===== src/rtl/tk1_spi_slave_if.sv =====
// Bus bundle for the tk1 SPI responder: the SPI pins plus the host-side
// TX holding register and RX byte strobe. The slave modport is the
// responder's view; the master modport is the view of whatever drives it
// (an external controller model, or the host plus the on-chip SPI master).
interface tk1_spi_slave_if;
   // SPI pins
   logic       spi_ss;
   logic       spi_sck;
   logic       spi_mosi;
   logic       spi_miso;
   logic       spi_miso_en;
   logic       selected;

   // Host TX side
   logic [7:0] tx_data;
   logic       tx_data_vld;
   logic       tx_ready;
   logic       tx_underrun;
   logic       underrun_clr;

   // Host RX side
   logic [7:0] rx_data;
   logic       rx_data_vld;

   modport slave (
      input  spi_ss,
      input  spi_sck,
      input  spi_mosi,
      output spi_miso,
      output spi_miso_en,
      output selected,
      input  tx_data,
      input  tx_data_vld,
      output tx_ready,
      output tx_underrun,
      input  underrun_clr,
      output rx_data,
      output rx_data_vld
   );

   modport master (
      output spi_ss,
      output spi_sck,
      output spi_mosi,
      input  spi_miso,
      input  spi_miso_en,
      input  selected,
      output tx_data,
      output tx_data_vld,
      input  tx_ready,
      input  tx_underrun,
      output underrun_clr,
      input  rx_data,
      input  rx_data_vld
   );
endinterface


===== src/rtl/tk1_spi_slave.sv =====
// tk1 SPI responder: mode 0 (CPOL=0, CPHA=0), MSB first, 8-bit frames.
// SPI pins are asynchronous to clk and are oversampled through
// SYNC_STAGES-deep synchronizers (legal 2..3); all edge detection happens
// on the synchronized copies. A one-byte holding register feeds the TX
// shifter, and each completed RX byte is presented with a one-cycle strobe.
module tk1_spi_slave #(
   parameter int SYNC_STAGES = 2
) (
   input  logic           clk,
   input  logic           reset,
   tk1_spi_slave_if.slave bus
);

   typedef enum logic {
      ST_IDLE,
      ST_ACTIVE
   } state_t;

   // ------------------------------------------------------------------
   // Pin synchronizers: index 2 = ss, 1 = sck, 0 = mosi.
   // The chains clear to 0 so that a slave select that is already low when
   // reset releases never looks like a falling edge; a frame can only start
   // after ss has been seen high and then low again.
   // ------------------------------------------------------------------
   logic [2:0] pin_raw;
   logic [2:0] pin_s;

   assign pin_raw = {bus.spi_ss, bus.spi_sck, bus.spi_mosi};

   genvar gi;
   generate
      for (gi = 0; gi < 3; gi++) begin : g_sync
         logic [SYNC_STAGES-1:0] chain_q;

         // Shift the raw pin level through the synchronizer chain.
         always_ff @(posedge clk or posedge reset) begin
            if (reset) begin
               chain_q <= '0;
            end else begin
               chain_q <= {chain_q[SYNC_STAGES-2:0], pin_raw[gi]};
            end
         end

         assign pin_s[gi] = chain_q[SYNC_STAGES-1];
      end
   endgenerate

   logic ss_s;
   logic sck_s;
   logic mosi_s;

   assign ss_s   = pin_s[2];
   assign sck_s  = pin_s[1];
   assign mosi_s = pin_s[0];

   // ------------------------------------------------------------------
   // Registers and their next-state values
   // ------------------------------------------------------------------
   state_t     state_q,       state_d;
   logic       ss_d_q;
   logic       sck_d_q;
   logic [7:0] hold_q,        hold_d;
   logic       hold_full_q,   hold_full_d;
   logic [7:0] tx_shift_q,    tx_shift_d;
   logic [7:0] rx_shift_q,    rx_shift_d;
   logic [2:0] bit_ctr_q,     bit_ctr_d;
   logic       edge_seen_q,   edge_seen_d;
   logic       byte_done_q,   byte_done_d;
   logic [7:0] rx_data_q,     rx_data_d;
   logic       rx_pend_q,     rx_pend_d;
   logic       rx_data_vld_q, rx_data_vld_d;
   logic       underrun_q,    underrun_d;

   // Edge detection on the synchronized pins.
   logic ss_fall;
   logic ss_rise;
   logic sck_rise;
   logic sck_fall;

   assign ss_fall  = ~ss_s  &  ss_d_q;
   assign ss_rise  =  ss_s  & ~ss_d_q;
   assign sck_rise =  sck_s & ~sck_d_q;
   assign sck_fall = ~sck_s &  sck_d_q;

   // Asserted in the cycle the TX shifter is (re)loaded from the holding
   // register: at frame start, and on the sck fall that ends a byte.
   logic load;

   // Next-state logic for the frame FSM, the shifters and the host registers.
   always_comb begin
      state_d       = state_q;
      hold_d        = hold_q;
      hold_full_d   = hold_full_q;
      tx_shift_d    = tx_shift_q;
      rx_shift_d    = rx_shift_q;
      bit_ctr_d     = bit_ctr_q;
      edge_seen_d   = edge_seen_q;
      byte_done_d   = byte_done_q;
      rx_data_d     = rx_data_q;
      rx_pend_d     = 1'b0;
      rx_data_vld_d = rx_pend_q;
      underrun_d    = underrun_q;
      load          = 1'b0;

      case (state_q)
         ST_IDLE: begin
            if (ss_fall) begin
               load        = 1'b1;
               bit_ctr_d   = 3'd0;
               edge_seen_d = 1'b0;
               byte_done_d = 1'b0;
               rx_shift_d  = 8'h00;
               state_d     = ST_ACTIVE;
            end
         end

         ST_ACTIVE: begin
            if (ss_rise) begin
               // Deselect wins over any sck edge in the same cycle. A partial
               // byte and the TX shifter contents are dropped; the holding
               // register keeps whatever the host left in it.
               state_d     = ST_IDLE;
               tx_shift_d  = 8'h00;
               bit_ctr_d   = 3'd0;
               edge_seen_d = 1'b0;
               byte_done_d = 1'b0;
            end else if (sck_rise) begin
               rx_shift_d  = {rx_shift_q[6:0], mosi_s};
               bit_ctr_d   = bit_ctr_q + 3'd1;
               edge_seen_d = 1'b1;
               if (bit_ctr_q == 3'd7) begin
                  rx_data_d   = {rx_shift_q[6:0], mosi_s};
                  rx_pend_d   = 1'b1;
                  byte_done_d = 1'b1;
               end
            end else if (sck_fall && edge_seen_q) begin
               // A fall with no preceding rise in this bit (e.g. sck already
               // high at select) is ignored so that bit 7 is not shifted out
               // before the controller has sampled it.
               edge_seen_d = 1'b0;
               if (byte_done_q) begin
                  load        = 1'b1;
                  byte_done_d = 1'b0;
               end else begin
                  tx_shift_d = {tx_shift_q[6:0], 1'b0};
               end
            end
         end

         default: begin
            state_d = ST_IDLE;
         end
      endcase

      // Loading from an empty holding register sends zeros and flags it.
      if (load) begin
         tx_shift_d = hold_full_q ? hold_q : 8'h00;
         if (hold_full_q) begin
            hold_full_d = 1'b0;
         end
      end

      // Host writes only land in an empty holding register. A write in the
      // same cycle as an empty-register load is kept for the next byte.
      if (bus.tx_data_vld && !hold_full_q) begin
         hold_d      = bus.tx_data;
         hold_full_d = 1'b1;
      end

      // Clear first so that a simultaneous underrun event wins.
      if (bus.underrun_clr) begin
         underrun_d = 1'b0;
      end
      if (load && !hold_full_q) begin
         underrun_d = 1'b1;
      end
   end

   // State and datapath registers; everything returns to idle/empty on reset.
   always_ff @(posedge clk or posedge reset) begin
      if (reset) begin
         state_q       <= ST_IDLE;
         ss_d_q        <= 1'b0;
         sck_d_q       <= 1'b0;
         hold_q        <= 8'h00;
         hold_full_q   <= 1'b0;
         tx_shift_q    <= 8'h00;
         rx_shift_q    <= 8'h00;
         bit_ctr_q     <= 3'd0;
         edge_seen_q   <= 1'b0;
         byte_done_q   <= 1'b0;
         rx_data_q     <= 8'h00;
         rx_pend_q     <= 1'b0;
         rx_data_vld_q <= 1'b0;
         underrun_q    <= 1'b0;
      end else begin
         state_q       <= state_d;
         ss_d_q        <= ss_s;
         sck_d_q       <= sck_s;
         hold_q        <= hold_d;
         hold_full_q   <= hold_full_d;
         tx_shift_q    <= tx_shift_d;
         rx_shift_q    <= rx_shift_d;
         bit_ctr_q     <= bit_ctr_d;
         edge_seen_q   <= edge_seen_d;
         byte_done_q   <= byte_done_d;
         rx_data_q     <= rx_data_d;
         rx_pend_q     <= rx_pend_d;
         rx_data_vld_q <= rx_data_vld_d;
         underrun_q    <= underrun_d;
      end
   end

   // ------------------------------------------------------------------
   // Outputs. The FSM state is itself a register that follows ss_s by one
   // cycle, so it directly provides the pad enable and select status.
   // The TX shifter is cleared whenever the frame ends, so MISO idles low.
   // ------------------------------------------------------------------
   assign bus.spi_miso    = tx_shift_q[7];
   assign bus.spi_miso_en = (state_q == ST_ACTIVE);
   assign bus.selected    = (state_q == ST_ACTIVE);
   assign bus.tx_ready    = ~hold_full_q;
   assign bus.tx_underrun = underrun_q;
   assign bus.rx_data     = rx_data_q;
   assign bus.rx_data_vld = rx_data_vld_q;

endmodule


===== src/flat_wrapper.sv =====
// flat-port wrapper written by rule: the top's interface ports become plain ports
module tk1_spi_slave_flat 
#(
   parameter int SYNC_STAGES = 2
)
  (clk, reset, bus_spi_ss, bus_spi_sck, bus_spi_mosi, bus_spi_miso, bus_spi_miso_en, bus_selected, bus_tx_data, bus_tx_data_vld, bus_tx_ready, bus_tx_underrun, bus_underrun_clr, bus_rx_data, bus_rx_data_vld);
  tk1_spi_slave_if bus_i ();
  input  logic clk;
  input  logic reset;
  input wire logic [$bits(bus_i.spi_ss)-1:0] bus_spi_ss;
  input wire logic [$bits(bus_i.spi_sck)-1:0] bus_spi_sck;
  input wire logic [$bits(bus_i.spi_mosi)-1:0] bus_spi_mosi;
  output wire logic [$bits(bus_i.spi_miso)-1:0] bus_spi_miso;
  output wire logic [$bits(bus_i.spi_miso_en)-1:0] bus_spi_miso_en;
  output wire logic [$bits(bus_i.selected)-1:0] bus_selected;
  input wire logic [$bits(bus_i.tx_data)-1:0] bus_tx_data;
  input wire logic [$bits(bus_i.tx_data_vld)-1:0] bus_tx_data_vld;
  output wire logic [$bits(bus_i.tx_ready)-1:0] bus_tx_ready;
  output wire logic [$bits(bus_i.tx_underrun)-1:0] bus_tx_underrun;
  input wire logic [$bits(bus_i.underrun_clr)-1:0] bus_underrun_clr;
  output wire logic [$bits(bus_i.rx_data)-1:0] bus_rx_data;
  output wire logic [$bits(bus_i.rx_data_vld)-1:0] bus_rx_data_vld;
  assign bus_i.spi_ss = bus_spi_ss;
  assign bus_i.spi_sck = bus_spi_sck;
  assign bus_i.spi_mosi = bus_spi_mosi;
  assign bus_spi_miso = bus_i.spi_miso;
  assign bus_spi_miso_en = bus_i.spi_miso_en;
  assign bus_selected = bus_i.selected;
  assign bus_i.tx_data = bus_tx_data;
  assign bus_i.tx_data_vld = bus_tx_data_vld;
  assign bus_tx_ready = bus_i.tx_ready;
  assign bus_tx_underrun = bus_i.tx_underrun;
  assign bus_i.underrun_clr = bus_underrun_clr;
  assign bus_rx_data = bus_i.rx_data;
  assign bus_rx_data_vld = bus_i.rx_data_vld;
  tk1_spi_slave #(.SYNC_STAGES(SYNC_STAGES)) u_core (.clk(clk), .reset(reset), .bus(bus_i));
endmodule

===== config.mk =====
export PLATFORM = sky130hd
export DESIGN_NAME = tk1_spi_slave_flat
export DESIGN_NICKNAME = d
export VERILOG_FILES = /design/src/rtl/tk1_spi_slave_if.sv /design/src/rtl/tk1_spi_slave.sv /design/src/flat_wrapper.sv
export SDC_FILE = /design/constraint.sdc
export NUM_CORES = 1
export LEC_CHECK = 0
export CAP_MARGIN = 20
export CELL_PAD_IN_SITES_DETAIL_PLACEMENT = 1
export CELL_PAD_IN_SITES_GLOBAL_PLACEMENT = 1
export CORE_UTILIZATION = 38
export DETAILED_ROUTE_END_ITERATION = 10
export PLACE_DENSITY_LB_ADDON = 0.1
export SKIP_CTS_REPAIR_TIMING = 1
export SLEW_MARGIN = 40
export SYNTH_ARGS = -nofsm -noshare
export SYNTH_HDL_FRONTEND = slang
export SYNTH_SLANG_ARGS = --single-unit

===== constraint.sdc =====
create_clock -name clk -period 1.4 [get_ports clk]
set_input_delay 0.28 -clock clk [delete_from_list [all_inputs] [get_ports clk]]
set_output_delay 0.28 -clock clk [all_outputs]
set_load 0.01 [all_outputs]

* Word-level counts from Yosys, hierarchy flattened
Cells that the tools add are included.
Word-level totals: register bits after elaboration 49, bits of input ports 15
Cells by class: $add $sub $neg 1, eq/ne operators 9, muxes and demuxes 40, bitwise operators 11, reductions and logical operators 14
Operators with widths (count):
- $mux W8 | 7
- $mux W1 | 21
- $mux W7 | 3
- $pmux W7 S2 | 1
- $mux W3 | 3
- $ne A4 B4 Y1 const B | 2
- $pmux W1 S2 | 4
- $reduce_and A4 Y1 | 2
- $not A1 Y1 | 7
- $ne A3 B3 Y1 const B | 2
- $pmux W3 S2 | 1
- $reduce_and A3 Y1 | 2
- $reduce_bool A2 Y1 | 3
- $and A1 B1 Y1 | 4
- $ne A2 B2 Y1 const B | 2
- $reduce_and A2 Y1 | 2
- $add A3 B1 Y3 const B | 1
- $eq A3 B3 Y1 const B | 1
- $logic_and A1 B1 Y1 | 3
- $ne A3 B2 Y1 const B | 1
- $reduce_bool A3 Y1 | 1
- $ne A2 B1 Y1 const B | 1
- $logic_not A1 Y1 | 1

* Longest topological paths before layout
Gate-level depths: netlist of the first run.
depth after elaboration 9, gate-level depth with buffers 6, depth with buffers taken out 4

* Least setup slack after synthesis of the first run
Ideal clock, no wire load.
path type reg2reg, start reg u_core.state_q (netlist: u_core.bus.selected), end reg u_core.tx_shift_q[1], setup time 0.126 ns, data arrival time 1.392 ns, path slack -0.118 ns, cell stages (with the launch flop) 6, period minus slack after synthesis 1.518 ns, path through dfrtp_1 or3b_1 buf_6 o211a_1 a32oi_1 a21oi_1
Between the ends: longest elaborated chain between the ends 4, elaborated cells between the ends (all ways) 8
RTL lines:
- start, declared | RTL line tk1_spi_slave.sv:59 | state_t state_q, state_d;
- start signal, assigned | RTL line tk1_spi_slave.sv:197 | state_q <= state_d;
- $not A1 Y1 | RTL line tk1_spi_slave.sv:105 | case (state_q)
- $pmux W1 S2 | RTL line tk1_spi_slave.sv:105
- $ne A3 B3 Y1 (no source line) (tied with other cells)
- $reduce_and A4 Y1 (no source line)
- end signal, assigned | RTL line tk1_spi_slave.sv:202 | tx_shift_q <= tx_shift_d;
- end, declared | RTL line tk1_spi_slave.sv:64 | logic [7:0] tx_shift_q, tx_shift_d;
Several ways; a longest one is shown, not always the timed one. A chain may end at the register's enable or synchronous reset.

* Worst setup path in the final report of the first run
start reg u_core.state_q (netlist: u_core.bus.selected), end reg u_core.tx_shift_q[5]
The elaborated chain is that of the path after synthesis.

==> results of run 1 <==
[cell usage after synthesis (all sizes together)]
master,number
dfrtp,49
mux2,17
nand2,17
a21oi,8
nor2,8
o21ai,8
a32oi,7
buf,7
inv,6
a22o,3
ha,2
nand2b,2
nor2b,2
a211o,1
a211oi,1
a32o,1
and2b,1
and3,1
and4b,1
nand4b,1
nor3b,1
o211a,1
o21a,1
o21bai,1
o31ai,1
or3b,1
[worst min path at each step]
stage	from	endpoint	slack (ns)	cells after the start
floorplan	bus_spi_mosi	u_core.g_sync[0].chain_q[0]	0.31	0
global placement	u_core.g_sync[0].chain_q[0]	u_core.g_sync[0].chain_q[1]	0.33	0
detailed placement	u_core.g_sync[2].chain_q[0]	u_core.g_sync[2].chain_q[1]	0.34	0
CTS	u_core.g_sync[2].chain_q[0]	u_core.g_sync[2].chain_q[1]	0.36	0
global route	u_core.g_sync[2].chain_q[0]	u_core.g_sync[2].chain_q[1]	0.36	0
finish	u_core.g_sync[2].chain_q[0]	u_core.g_sync[2].chain_q[1]	0.36	0
[through the flow]
step,cells,util
after global routing,263,0.553
after global placement,250,0.496
after floorplan,149,-
after detailed placement,250,0.496
after CTS,258,0.516
final,263,0.553
[metal layers]
layer  vias to the layer above  routed length (um)
li1                        619                   -
met1                       672                1740
met2                        24                2150
met3                         5                 145
met4                         0                  59
met5                         -                   0
[logic make-up (layout without fill, tap and decap cells)]
| logic type | Yosys count | after routing | synth area share |
|---|---|---|---|
| simple gates | 35 | 36 | 0.0898 |
| compound gates | 33 | 34 | 0.126 |
| mux | 17 | 17 | 0.0995 |
| fa+ha+maj | 2 | 2 | 0.0130 |
| buf+inv | 13 | 58 | 0.0345 |
| flops | 49 | 49 | 0.638 |
[where the power goes]
group	internal [uW]	switching, uW	total [uW]	leakage [uW]
combinational	434	362	796	0.000720
clock	361	502	864	0.0000447
sequential	1690	186	1880	0.000617
[cell type report]
| cell class | count | area (um2) | area share |
|---|---|---|---|
| clock buffer | 5 | 68.8 | 0.0260 |
| clock inverter | 3 | 25.0 | 0.00946 |
| inverter | 6 | 26.3 | 0.00993 |
| multi-input combinational | 89 | 746 | 0.282 |
| sequential | 49 | 1230 | 0.464 |
| tap | 67 | 83.8 | 0.0317 |
| timing repair buffer | 44 | 468 | 0.177 |
[sequential cells by signal, indices dropped and copies added, names as in the netlist, 3 cells and up]
name                   cells
u_core.bus.rx_data         8
u_core.hold_q              8
u_core.tx_shift_q          8
u_core.rx_shift_q          7
u_core.g_sync.chain_q      6
u_core.bit_ctr_q           3
==> results.sh, run 1 <==
export IMPL_root_buffer="clkbuf_8"
export IMPL_setup_violations=7
export IMPL_cts_tree="built"
export IMPL_slew_limit_headroom=0.824
export IMPL_coreArea_um2=4790
export IMPL_num_rows=25
export IMPL_min_path_type="reg -> reg"
export IMPL_via_per_inst=5.02
export IMPL_dpl_cell_area_um2=2380
export IMPL_grt_max_degree=50
export IMPL_ioPinCount=29
export IMPL_synth_cell_type_count=29
export IMPL_fin_crit_sh=1.05
export IMPL_outcome="complete, but fails checks"
export IMPL_seq_area_frac_synth=0.638
export IMPL_crit_start="u_core.bus.selected"
export IMPL_nNetsFinal=212
export IMPL_drt_wl_total_um=4090
export IMPL_critPathCaptureType="flip-flop"
export IMPL_postRouteAntennaNets=0
export IMPL_grtUsageMet3=0.0387
export IMPL_dieHeight_um=73.1
export IMPL_r2r_start="u_core.bus.selected"
export IMPL_grtUsageMet2=0.281
export IMPL_worstPathMaxFanout=7
export IMPL_criticalPathCategory="reg -> reg"
export IMPL_crit_required_ns=1.60
export IMPL_r2r_worst_path_cells=4
export IMPL_gp_congestion=0.818
export IMPL_dpl_hpwl_um=2680
export IMPL_wl_per_cell_um=15.6
export IMPL_htreeDepth=2
export IMPL_overflow=0
export IMPL_clockBufferDepth=2
export IMPL_via_count=1320
export IMPL_hold_viol=0
export IMPL_path_cells="or3b_4, o211a_2, a32oi_2, a21oi_1"
export IMPL_drtIter0Drc=60
export IMPL_ys_top_cells_by_area="dfrtp_1 64%, mux2_2 10%, a32oi_1 3.2%"
export IMPL_worst_setup_path_start_kind="flip-flop"
export IMPL_layout_setup_ws_ns=-0.0639
export IMPL_top_usage_layer="met2"
export IMPL_violations="setup timing"
export IMPL_postSynthCellCount=149
export IMPL_clkTransAtPathRegs_ns=0.10
export IMPL_crit_slowest_cell="dfrtp_2"
export IMPL_clk_latency_ns=0.30
export IMPL_layout_drive_gt1_share=0.306
export IMPL_die_area_um2=5350
export IMPL_design_area_um2=2650
export IMPL_rsz0062_at_grt="true"
export IMPL_path_depth=4
export IMPL_fp_dieW_um=73.1
export IMPL_ys_seq_elements=49
export IMPL_cp_endpoint="u_core.tx_shift_q[5]"
export IMPL_yosys_area_top_type="dfrtp_1"
export IMPL_r2r_end="u_core.tx_shift_q[5]"
export IMPL_cts_buffers=5
export IMPL_io_buffers=28
export IMPL_ff2ff_setup_slack_ns=-0.06
export IMPL_cp_top_family="compound AO/OA/AOI/OAI gates"
export IMPL_fin_hold_ws_ns=0.357
export IMPL_crit_buf_inv=0
export IMPL_grt_pass1_vias=1352
export IMPL_critPathMaxStageDelay_ns=0.43
export IMPL_synth_area_per_cell_um2=12.9
export IMPL_grt_pass1_wl_um=6460
export IMPL_syn_cell_area_um2=1920
export IMPL_numClockSinks=49
export IMPL_grt_usage=0.161
export IMPL_area_delta_synth_final_pct=37.5
export IMPL_dr_pass1_iters=4
export IMPL_power_total_uw=3540
export IMPL_pwr_density_cell_nw_per_um2=1340
export IMPL_drv_slew=0
export IMPL_p_leak_uw=0.00138
export IMPL_most_common_layout_cells="48 x dfrtp_1, 16 x nand2_1, 15 x mux2_2"
export IMPL_diodes=0
export IMPL_grt_antenna_before_repair=0
export IMPL_dp_worst_setup_slack_ns=-0.173
export IMPL_fillers=488
export IMPL_maxCapViolCount=0
export IMPL_synth_top_area_frac=0.638
export IMPL_cp_data_arrival_time_ns=1.66
export IMPL_max_freq_mhz=683
export IMPL_final_common_cell="dfrtp_1"
export IMPL_use_met1=0.193
export IMPL_ir_worst_vdd_uv=661
export IMPL_clock_skew_ns=0.00747
export IMPL_syn_nets=166
export IMPL_final_min_clock_period_ns=1.46
export IMPL_worst_slew_pin_slew_ns=0.263
export IMPL_start_util=0.402
export IMPL_setup_tns_ns=-0.281
export IMPL_drc=0
export IMPL_ys_warn_count=0
(Power assumes the default switching activity.)
==> run 2, diff against run 1 <==
--- a/config.mk
+++ b/config.mk
@@ -5,7 +5,6 @@
 export SDC_FILE = /design/constraint.sdc
 export NUM_CORES = 1
 export LEC_CHECK = 0
-export CAP_MARGIN = 20
 export CELL_PAD_IN_SITES_DETAIL_PLACEMENT = 1
 export CELL_PAD_IN_SITES_GLOBAL_PLACEMENT = 1
 export CORE_UTILIZATION = 38
==> results of run 2 <==
Same layout as run 1: the final DEF is identical, and so are final timing and power.
==> run 3, diff against run 2 <==
--- a/config.mk
+++ b/config.mk
@@ -11,6 +11,7 @@
 export DETAILED_ROUTE_END_ITERATION = 10
 export PLACE_DENSITY_LB_ADDON = 0.1
 export SKIP_CTS_REPAIR_TIMING = 1
+export SKIP_LAST_GASP = 1
 export SLEW_MARGIN = 40
 export SYNTH_ARGS = -nofsm -noshare
 export SYNTH_HDL_FRONTEND = slang
==> run 3 against run 2 <==
Against the previous run: the flow still finishes with violations (setup timing); final cell count stayed put; clock-buffer cell count stayed put; fmax hardly changed; highest routed layer unchanged.
==> results.sh, run 3 (same netlist as run 1, synthesis figures left out) <==
export IMPL_grt_antenna_before_repair=0
export IMPL_worstPathMaxFanout=7
export IMPL_cts_buffers=5
export IMPL_drtIter0Drc=66
export IMPL_worst_setup_path_start_kind="flip-flop"
export IMPL_clk_latency_ns=0.30
export IMPL_pwr_density_cell_nw_per_um2=1340
export IMPL_crit_buf_inv=0
export IMPL_ioPinCount=29
export IMPL_worst_slew_pin_slew_ns=0.264
export IMPL_max_freq_mhz=683
export IMPL_outcome="complete, but fails checks"
export IMPL_cp_top_family="compound AO/OA/AOI/OAI gates"
export IMPL_layout_setup_ws_ns=-0.0648
export IMPL_area_delta_synth_final_pct=37.3
export IMPL_fp_dieW_um=73.1
export IMPL_grt_usage=0.161
export IMPL_violations="setup timing"
export IMPL_final_common_cell="dfrtp_1"
export IMPL_dieHeight_um=73.1
export IMPL_htreeDepth=2
export IMPL_maxCapViolCount=0
export IMPL_layout_drive_gt1_share=0.301
export IMPL_grt_pass1_vias=1352
export IMPL_nNetsFinal=212
export IMPL_numClockSinks=49
export IMPL_wl_per_cell_um=15.5
export IMPL_gp_congestion=0.818
export IMPL_final_cell_count_no_fill=263
export IMPL_clockBufferDepth=2
export IMPL_path_cells="or3b_4, o211a_2, a32oi_2, a21oi_1"
export IMPL_clkTransAtPathRegs_ns=0.10
export IMPL_drc=0
export IMPL_dp_cells=250
export IMPL_ir_worst_vdd_uv=661
export IMPL_rsz0062_at_grt="true"
export IMPL_critPathCaptureType="flip-flop"
export IMPL_die_area_um2=5350
export IMPL_most_common_layout_cells="48 x dfrtp_1, 16 x nand2_1, 15 x mux2_2"
export IMPL_coreArea_um2=4790
export IMPL_root_buffer="clkbuf_8"
export IMPL_clock_skew_ns=0.00735
export IMPL_grt_max_degree=50
export IMPL_dr_pass1_iters=4
export IMPL_criticalPathCategory="reg -> reg"
export IMPL_slew_limit_headroom=0.824
export IMPL_diodes=0
export IMPL_via_per_inst=5.01
export IMPL_io_buffers=28
export IMPL_cp_data_arrival_time_ns=1.66
export IMPL_fin_crit_sh=1.05
export IMPL_crit_slowest_cell="dfrtp_2"
export IMPL_overflow=0
export IMPL_via_count=1318
export IMPL_dpl_hpwl_um=2680
export IMPL_cts_tree="built"
export IMPL_postRouteAntennaNets=0
export IMPL_critPathMaxStageDelay_ns=0.43
export IMPL_start_util=0.402
export IMPL_drv_slew=0
export IMPL_grt_pass1_wl_um=6460
export IMPL_setup_violations=7
export IMPL_drt_wl_total_um=4080
export IMPL_dp_worst_setup_slack_ns=-0.173
export IMPL_min_path_type="reg -> reg"
export IMPL_p_leak_uw=0.00138
export IMPL_num_rows=25
export IMPL_final_min_clock_period_ns=1.46
export IMPL_crit_required_ns=1.60
export IMPL_hold_viol=0
## run 3: cell count changes in the layout (fill, tap and decap cells not counted)
cell	before	now
a21oi_2	1	0
a21oi_1	7	8
## run 3: area by class of cell
type | count | area [um2]
Inverter | 6 | 26.3
Sequential cell | 49 | 1230
Fill cell | 488 | 2140
Tap cell | 67 | 83.8
Timing Repair Buffer | 44 | 468
Clock inverter | 3 | 25.0
Multi-Input combinational cell | 89 | 742
Clock buffer | 5 | 68.8
## run 3: worst reg2reg max path, stage by stage (launching register included)
cell     delay [ns]
dfrtp_2        0.43
or3b_4         0.43
o211a_2        0.20
a32oi_2        0.20
a21oi_1        0.10
## run 3: worst paths after layout
kind,slack (ns),from,endpoint,cells past startpoint
setup / recovery,-0.06,u_core.bus.selected,u_core.tx_shift_q[5],4
hold / removal,0.36,u_core.g_sync[2].chain_q[0],u_core.g_sync[2].chain_q[1],0
setup reg to reg,-0.06,u_core.bus.selected,u_core.tx_shift_q[5],4
hold reg to reg,0.36,u_core.g_sync[2].chain_q[0],u_core.g_sync[2].chain_q[1],0
max in group asynchronous,0.80,reset,u_core.tx_shift_q[2],3
min in group asynchronous,0.37,reset,u_core.bus.rx_data[4],3
## run 3: metrics by stage
stage / hold WS, ns / cell area (um2) / setup TNS, ns / utilization / power [uW]
3_3_place_gp: 0.334 / 2380 / -1.21 / 0.496 / 2570
5_1_grt: 0.364 / 2640 / -0.969 / 0.552 / 3720
2_1_floorplan: 0.311 / 1940 / -0.646 / - / 2310
4_1_cts: 0.362 / 2470 / -3.19 / 0.516 / 3510
3_5_place_dp: 0.340 / 2380 / -2.09 / 0.496 / 2630
6_report: 0.357 / 2640 / -0.274 / 0.552 / 3530
## run 3: layer usage
layer,vias up,routed length [um],global-route usage
li1,618,-,-
met1,673,1740,0.193
met2,22,2150,0.281
met5,-,0,0
met4,0,59,0.0588
met3,5,131,0.0387
## run 3: power by group
part           switching (uW)  internal, uW  total, uW
logic                     359           432        791
registers                 186          1690       1880
clock network             502           361        863
total                    1050          2480       3530
